`src/rtl/cla_seq_pkg.sv`:
```
// Shared constants for the sequential CLA adder: slice width and FSM state encodings.
package cla_seq_pkg;

   localparam int NIBBLE_W = 4;

   localparam logic [1:0] IDLE = 2'd0;
   localparam logic [1:0] RUN  = 2'd1;
   localparam logic [1:0] DONE = 2'd2;

endpackage

```
`src/rtl/cla_nibble.sv`:
```
// Combinational 4-bit carry-lookahead slice built from generate/propagate terms.
module cla_nibble (
   input  logic [3:0] a,
   input  logic [3:0] b,
   input  logic       cin,
   output logic [3:0] sum,
   output logic       cout
);

   logic [3:0] g;
   logic [3:0] p;
   logic [3:0] c;

   assign g = a & b;
   assign p = a ^ b;

   assign c[0] = cin;
   assign c[1] = g[0] | (p[0] & cin);
   assign c[2] = g[1] | (p[1] & g[0]) | (p[1] & p[0] & cin);
   assign c[3] = g[2] | (p[2] & g[1]) | (p[2] & p[1] & g[0]) | (p[2] & p[1] & p[0] & cin);
   assign cout = g[3] | (p[3] & g[2]) | (p[3] & p[2] & g[1]) | (p[3] & p[2] & p[1] & g[0])
               | (p[3] & p[2] & p[1] & p[0] & cin);

   assign sum = p ^ c;

endmodule

```
`src/rtl/cla_seq_adder.sv`:
```
// Multi-cycle WIDTH-bit adder reusing one 4-bit CLA slice, LSB nibble first.
// Define CLA_SEQ_SUB_EN to enable subtraction via the sub input.
module cla_seq_adder
   import cla_seq_pkg::*;
#(
   parameter int WIDTH = 16
) (
   input  logic             clk,
   input  logic             rst,
   input  logic             in_valid,
   output logic             in_ready,
   input  logic [WIDTH-1:0] a,
   input  logic [WIDTH-1:0] b,
   input  logic             cin,
   input  logic             sub,
   output logic             out_valid,
   input  logic             out_ready,
   output logic [WIDTH-1:0] sum,
   output logic             cout,
   output logic             busy
);

   localparam int NIBBLES = WIDTH / NIBBLE_W;
   localparam int IDX_W   = (NIBBLES > 1) ? $clog2(NIBBLES) : 1;
   localparam logic [IDX_W-1:0] LAST_IDX = IDX_W'(NIBBLES - 1);

   logic [1:0]          state;
   logic [IDX_W-1:0]    idx;
   logic                carry;
   logic [WIDTH-1:0]    a_q;
   logic [WIDTH-1:0]    b_q;
   logic [WIDTH-1:0]    b_in;
   logic                carry_in;
   logic [NIBBLE_W-1:0] nib_a;
   logic [NIBBLE_W-1:0] nib_b;
   logic [NIBBLE_W-1:0] nib_sum;
   logic                nib_cout;

`ifdef CLA_SEQ_SUB_EN
   // a - b as a + ~b + 1; cin is ignored for subtraction
   assign b_in     = sub ? ~b : b;
   assign carry_in = sub ? 1'b1 : cin;
`else
   logic unused_sub;
   assign unused_sub = sub;
   assign b_in       = b;
   assign carry_in   = cin;
`endif

   assign nib_a = a_q[NIBBLE_W*idx +: NIBBLE_W];
   assign nib_b = b_q[NIBBLE_W*idx +: NIBBLE_W];

   cla_nibble u_slice (
      .a    (nib_a),
      .b    (nib_b),
      .cin  (carry),
      .sum  (nib_sum),
      .cout (nib_cout)
   );

   always_ff @(posedge clk or posedge rst) begin
      if (rst) begin
         state <= IDLE;
         idx   <= '0;
         carry <= 1'b0;
         a_q   <= '0;
         b_q   <= '0;
         sum   <= '0;
         cout  <= 1'b0;
      end else begin
         case (state)
            IDLE: begin
               if (in_valid) begin
                  a_q   <= a;
                  b_q   <= b_in;
                  carry <= carry_in;
                  idx   <= '0;
                  state <= RUN;
               end
            end
            RUN: begin
               sum[NIBBLE_W*idx +: NIBBLE_W] <= nib_sum;
               carry <= nib_cout;
               if (idx == LAST_IDX) begin
                  idx   <= '0;
                  cout  <= nib_cout;
                  state <= DONE;
               end else begin
                  idx <= idx + 1'b1;
               end
            end
            DONE: begin
               if (out_ready) state <= IDLE;
            end
            default: state <= IDLE;
         endcase
      end
   end

   assign in_ready  = (state == IDLE);
   assign out_valid = (state == DONE);
   assign busy      = (state == RUN) || (state == DONE);

endmodule
```
`config.mk`:
```
export PLATFORM = sky130hd
export DESIGN_NAME = cla_seq_adder
export DESIGN_NICKNAME = d
export VERILOG_FILES = /design/src/rtl/cla_seq_pkg.sv /design/src/rtl/cla_nibble.sv /design/src/rtl/cla_seq_adder.sv
export SDC_FILE = /design/constraint.sdc
export NUM_CORES = 1
export LEC_CHECK = 0
export CORE_MARGIN = 10
export CORE_UTILIZATION = 32
export CTS_BUF_LIST = sky130_fd_sc_hd__clkbuf_4 sky130_fd_sc_hd__clkbuf_8
export CTS_CLUSTER_DIAMETER = 40
export DETAILED_ROUTE_END_ITERATION = 6
export MAX_ROUTING_LAYER = met4
export SKIP_CTS_REPAIR_TIMING = 1
export SLEW_MARGIN = 40
export SYNTH_ARGS = -nofsm -noshare
export SYNTH_HDL_FRONTEND = slang
export SYNTH_SLANG_ARGS = --single-unit
```
`constraint.sdc`:
```
create_clock -name clk -period 2.3 [get_ports clk]
set_clock_uncertainty 0.2 [all_clocks]
set_input_delay 0.46 -clock clk [delete_from_list [all_inputs] [get_ports clk]]
set_output_delay 0.46 -clock clk [all_outputs]
set_load 0.02 [all_outputs]
```
==> results of run 1 <==
cells by family after synthesis:
group           share of synthesized area, %
buf+inv                                 2.48
simple gates                            6.45
compound gates                          9.84
mux                                     22.3
flops                                   51.6
xor+xnor                               0.335
fa+ha+maj                               6.98
sequential cells by signal, summed over array words and instances (netlist names):
register,cells
a_q,16
b_q,16
carry,1
cout,1
idx,2
state,2
sum,16
tightest hold or removal path, delay by kind of cell:
kind | cells | cell delay (ns)
buf+inv | 3 | 0.73
power by group through the flow:
stage	logic, uW	clock network (uW)	registers [uW]
floorplan	2330	0	1670
global placement	3440	0	1630
detailed placement	3490	0	1650
CTS	3510	582	1630
global route	4010	616	1700
finish	3630	554	1640
final timing paths:
path                                end  slack (ns)    start
worst max-delay path            sum[11]       -0.12   idx[0]
worst min-delay path             a_q[3]        0.29      rst
worst max register to register  sum[11]       -0.12   idx[0]
worst min register to register  sum[14]        0.29  sum[14]
max in group asynchronous         carry        1.33      rst
min in group clk                sum[14]        0.29  sum[14]
placed cells by master, fill, tap and decap left out, types with 4 or more instances in the layout:
master	netlist	routed
sky130_fd_sc_hd__dfrtp_1	54	52
sky130_fd_sc_hd__clkdlybuf4s50_1	0	53
sky130_fd_sc_hd__ha_4	0	4
sky130_fd_sc_hd__a22o_1	9	8
sky130_fd_sc_hd__ha_1	13	9
sky130_fd_sc_hd__o31ai_1	7	4
sky130_fd_sc_hd__inv_1	6	5
sky130_fd_sc_hd__nand2_1	17	17
sky130_fd_sc_hd__clkbuf_8	0	6
sky130_fd_sc_hd__mux4_2	2	8
sky130_fd_sc_hd__buf_4	1	8
sky130_fd_sc_hd__mux2_2	33	33
cell type report:
cell class / instances / area, um2 / share of cell area, %
Clock buffer: 7 / 90.1 / 2.49
Clock inverter: 1 / 5.00 / 0.139
Inverter: 6 / 22.5 / 0.624
Multi-Input combinational cell: 120 / 1300 / 36.0
Sequential cell: 54 / 1350 / 37.5
Tap cell: 102 / 128 / 3.53
Timing Repair Buffer: 68 / 713 / 19.8
metal layers:
layer	GRT usage [%]	vias up
li1	-	844
met1	11.6	850
met2	15.0	48
met3	3.24	7
met4	2.07	0
met5	-	-
metrics by stage:
stage               setup WS, ns  util [%]  cells  instance area [um2]  power (uW)
floorplan                0.00796         -    187                 2680        4010
global placement         -0.0685      43.8    349                 3440        5070
detailed placement       -0.0981      43.8    349                 3440        5140
CTS                       -0.132      45.1    357                 3540        5720
global route              -0.196      46.0    358                 3610        6330
finish                    -0.119      46.0    358                 3610        5820
==> impl_metrics.yaml, run 1 <==
grt:
  globalRouteTotalUtil_pct: 9.56
  grt-ovfl-total: 0
  global_route_wire_length_before_repair_mm: 9.56
  pin_count_of_the_biggest_net_entering_global_routing: 55
  grt_pass1_vias: 1944
  grt_antenna_before_repair: 0
yosys:
  dominant_cell_type_by_area_after_synthesis: "sky130_fd_sc_hd__dfrtp_1"
  synth_cell_count_leaders: "sky130_fd_sc_hd__dfrtp_1 (54), sky130_fd_sc_hd__mux2_2 (33), sky130_fd_sc_hd__nand2_1 (17)"
  synthTopCellsByArea: "sky130_fd_sc_hd__dfrtp_1 (52%), sky130_fd_sc_hd__mux2_2 (14%), sky130_fd_sc_hd__ha_1 (6.2%)"
  synth_cells: 187
  mappedNetlistNets: 239
  yosys_warnings: 0
  yosysTopAreaCellShare_pct: 51.6
  synth_cell_types: 37
  synth_sequential_area_ratio_pct: 51.6
  synth_seq_cells: 54
  mean_instance_size_in_the_synthesized_netlist_um2: 14.0
  edff_count_synth: 0
  synth_async_sr_flop_share_pct: 100
  leading_cell_type_by_number_of_instances_after_synthesis: "sky130_fd_sc_hd__dfrtp_1"
  synthesis.area_um2: 2620
  synthFlopType: "sky130_fd_sc_hd__dfrtp_1"
detailed_routing:
  detail_route.drc_violations: 0
  routed_wl_mm: 5.84
  route.met3.wl_um: 281
  wl_met1_mm: 2.74
  firstDrtPassIters: 4
  met2WireLength_mm: 2.77
  route.antenna.remaining_nets: 0
  avgViaCountPerCell: 4.89
  dr_total_vias: 1749
  drt_iter0_markers: 56
  route.top_layer_used: "met4"
  drt-wirelength-per-cell_um: 16.3
critical_path:
  cp_num_buf_inv: 1
  critical_path_peak_fanout: 6
  worst_path_slowest_cell: "sky130_fd_sc_hd__mux4_2"
  r2r.worst_path.cells: 6
  worst_setup_path_end_kind: "flip-flop"
  critical_path_cell_count: 6
  setup.worst_path.start_class: "flip-flop"
  cp_top_family: "compound AO/OA/AOI/OAI gates"
  path_cells: "buf_12 > mux4_2 > ha_4 > a21o_1 > a22o_2 > o31ai_1"
  path_class: "flip-flop to flip-flop"
  critPathMaxStageDelay_ns: 0.54
  critical_path_arrival_ns: 2.43
  crit_required_ns: 2.31
power:
  p_int_uw: 3490
  worst_case_vdd_ir_drop_v: 0.000632
  seq_power_share_pct: 28.1
  clock_power_share_pct: 9.5
  share_comb_of_total_power_pct: 62.3
  leakage_power_summed_over_all_cells_uw: 0.00153
  powerDensity_nw_per_um2: 1610
  power.share.switching_pct: 40.1
  switchingPower_uw: 2340
final_layout:
  n_fill_cell: 728
  layout-drive-gt1-share_pct: 32.4
  finalNetCount: 307
  antenna-diode-count: 0
  areaGrowthSynthToFinish_pct: 37.9
floorplanning:
  initial_core_utilization_pct: 33.4
  die_area_um2: 12200
  dieWidth_um: 110
  chipHeight_um: 110
  design.core.area_um2: 7850
  row_count: 32
  top_level_port_count: 58
clock_network:
  cts-root-to-sink-buffers: 2
  cts_num_sinks: 54
  number_of_levels_in_the_clock_h_tree: 2
  cts_tree: "built"
  clk_latency_ns: 0.31
  cts_root_buffer: "sky130_fd_sc_hd__clkbuf_8"
  clock_pin_transition_on_the_worst_setup_and_hold_timing_paths_ns: 0.10
  tritoncts.num_buffers: 5
sta:
  fin_ws_ns: -0.119
  max-slew-margin-rel_pct: 72.8
  final_hold_viol_count: 0
  setup_repair_after_global_routing_missed_its_margin: "yes"
  worst_hold_slack_ns: 0.289
  setup_violations: 10
  worstMarginPinSlew_ns: 0.403
  final_min_period_over_clock_period_pct: 105
  timing.setup.tns_ns: -0.858
  timing.final.max_slew_violations: 0
  maxClockFrequency_mhz: 413
  period_minus_slack_ns: 2.42
run:
  cap_viol_max_count: 0
min_path:
  path_class_of_the_lowest_slack_min_delay_path: "input port to async pin"
run_status:
  violations: "negative setup slack"
  run_status: "finished, violations left"
placed_design:
  port-buffer-count: 56
  place.gp.congestion: 0.761
  post-dp-hpwl_mm: 4.40
Note: power is estimated with default switching activity, not from simulation.
==> inputs of run 2 (changes only) <==
- CTS_CLUSTER_DIAMETER: 40 -> 80
==> results of run 2 <==
Same layout as run 1: the final DEF is identical, and so are final timing and power.
==> inputs of run 3 (changes only) <==
--- a/config.mk
+++ b/config.mk
@@ -8,5 +8,5 @@
 export CORE_MARGIN = 10
-export CORE_UTILIZATION = 32
+export CORE_UTILIZATION = 25
 export CTS_BUF_LIST = sky130_fd_sc_hd__clkbuf_4 sky130_fd_sc_hd__clkbuf_8
-export CTS_CLUSTER_DIAMETER = 80
+export CTS_CLUSTER_DIAMETER = 50
 export DETAILED_ROUTE_END_ITERATION = 6
--- a/constraint.sdc
+++ b/constraint.sdc
@@ -4,2 +4,2 @@
 set_output_delay 0.46 -clock clk [all_outputs]
-set_load 0.02 [all_outputs]
+set_load 0.01 [all_outputs]
==> run 3 against run 2 <==
  * The flow still finishes with violations (negative setup slack)
  * Worst setup slack better by 0.083 ns
  * Fmax up 3.6%
  * Global-route usage down 1.2 points
  * Critical path type unchanged
  * Largest power group unchanged
==> impl_metrics.yaml, run 3 (synthesized netlist as in run 1, its figures left out) <==
run_status:
  run_status: "finished, violations left"
  violations: "negative setup slack"
detailed_routing:
  routed_wl_mm: 5.84
  firstDrtPassIters: 4
  route.met3.wl_um: 266
  wl_met1_mm: 2.76
  met2WireLength_mm: 2.79
  avgViaCountPerCell: 4.41
  route.antenna.remaining_nets: 0
  route.top_layer_used: "met4"
  detail_route.drc_violations: 0
  drt-wirelength-per-cell_um: 14.8
  drt_iter0_markers: 56
  dr_total_vias: 1741
floorplanning:
  dieWidth_um: 122
  die_area_um2: 15000
  top_level_port_count: 58
  initial_core_utilization_pct: 25.5
  chipHeight_um: 122
  row_count: 37
  design.core.area_um2: 10300
sta:
  max-slew-margin-rel_pct: 74.6
  final_min_period_over_clock_period_pct: 102
  worstMarginPinSlew_ns: 0.376
  setup_repair_after_global_routing_missed_its_margin: "yes"
  final_hold_viol_count: 0
  timing.final.max_slew_violations: 0
  fin_ws_ns: -0.0361
  worst_hold_slack_ns: 0.298
  setup_violations: 14
  period_minus_slack_ns: 2.34
  maxClockFrequency_mhz: 428
  timing.setup.tns_ns: -0.330
placed_design:
  place.gp.congestion: 0.790
  post_dp_cell_area_um2: 3490
  port-buffer-count: 56
  post-dp-hpwl_mm: 4.57
  pre_cts_slack_ns: -0.117
final_layout:
  layout.cells.most_common: "sky130_fd_sc_hd__clkdlybuf4s50_1"
  antenna-diode-count: 0
  layout-drive-gt1-share_pct: 33.6
  final_cell_mix: "sky130_fd_sc_hd__clkdlybuf4s50_1 (54), sky130_fd_sc_hd__dfrtp_1 (53), sky130_fd_sc_hd__mux2_2 (33)"
  largestRegisters: "a_q x16, b_q x16, sum x16"
  finish.utilization_pct: 36.0
  final_area_um2: 3700
  areaGrowthSynthToFinish_pct: 41.3
  finalNetCount: 310
critical_path:
  critical_path_arrival_ns: 2.31
  worst_setup_path_end_kind: "flip-flop"
  critical_path_peak_fanout: 3
  setup.worst_path.start_class: "flip-flop"
  path_class: "flip-flop to flip-flop"
  crit_required_ns: 2.28
clock_network:
  clk_latency_ns: 0.31
  cts_num_sinks: 54
  clock_pin_transition_on_the_worst_setup_and_hold_timing_paths_ns: 0.10
  cts-root-to-sink-buffers: 2
  cts_root_buffer: "sky130_fd_sc_hd__clkbuf_8"
  cts_tree: "built"
  number_of_levels_in_the_clock_h_tree: 2
  tritoncts.num_buffers: 5
grt:
  grt-ovfl-total: 0
  globalRouteTotalUtil_pct: 8.36
  pin_count_of_the_biggest_net_entering_global_routing: 55
  grt_pass1_vias: 1976
  grt_antenna_before_repair: 0
  global_route_wire_length_before_repair_mm: 9.90
run:
  cap_viol_max_count: 0
power:
  powerDensity_nw_per_um2: 1650
  leakage_power_summed_over_all_cells_uw: 0.00154
  worst_case_vdd_ir_drop_v: 0.000589
min_path:
  path_class_of_the_lowest_slack_min_delay_path: "flip-flop to flip-flop"
-- run 3: through the flow --
step | total power (uW) | cells
detailed placement | 5110 | 385
global route | 6600 | 395
global placement | 5010 | 385
floorplan | 3900 | 187
CTS | 5780 | 393
finish | 6100 | 395
-- run 3: critical path, stage by stage, from the launching register on --
cell                       delay (ns)
sky130_fd_sc_hd__dfrtp_2         0.42
sky130_fd_sc_hd__buf_6           0.12
sky130_fd_sc_hd__mux4_2          0.56
sky130_fd_sc_hd__ha_4            0.28
sky130_fd_sc_hd__a21o_4          0.23
sky130_fd_sc_hd__a221oi_4        0.29
sky130_fd_sc_hd__a31oi_1         0.12
-- run 3: final cells by class --
class | instances | area, um2
Fill cell | 1030 | 6580
Sequential cell | 54 | 1350
Tap cell | 136 | 170
Clock inverter | 3 | 43.8
Inverter | 6 | 22.5
Clock buffer | 5 | 68.8
Timing Repair Buffer | 71 | 714
Multi-Input combinational cell | 120 | 1330
-- run 3: worst paths after layout --
check                                end     from  slack [ns]  cells past startpoint
min in group asynchronous       state[1]      rst        0.31                      3
max in group asynchronous        sum[14]      rst        1.34                      3
worst min-delay path             sum[14]  sum[14]        0.30                      2
worst max-delay path                cout   idx[0]       -0.04                      6
worst min register to register   sum[14]  sum[14]        0.30                      2
worst max register to register      cout   idx[0]       -0.04                      6
-- run 3: power by group --
group	internal (uW)	leakage (uW)	switching, uW
sequential	1380	0.000668	229
clock	327	0.0000585	325
combinational	2010	0.000810	1830
-- run 3: metal layers --
metal / track usage [%] / vias to the layer above
met5: - / -
met4: 1.55 / 0
met3: 2.11 / 2
met2: 13.7 / 42
met1: 10.3 / 856
li1: - / 841
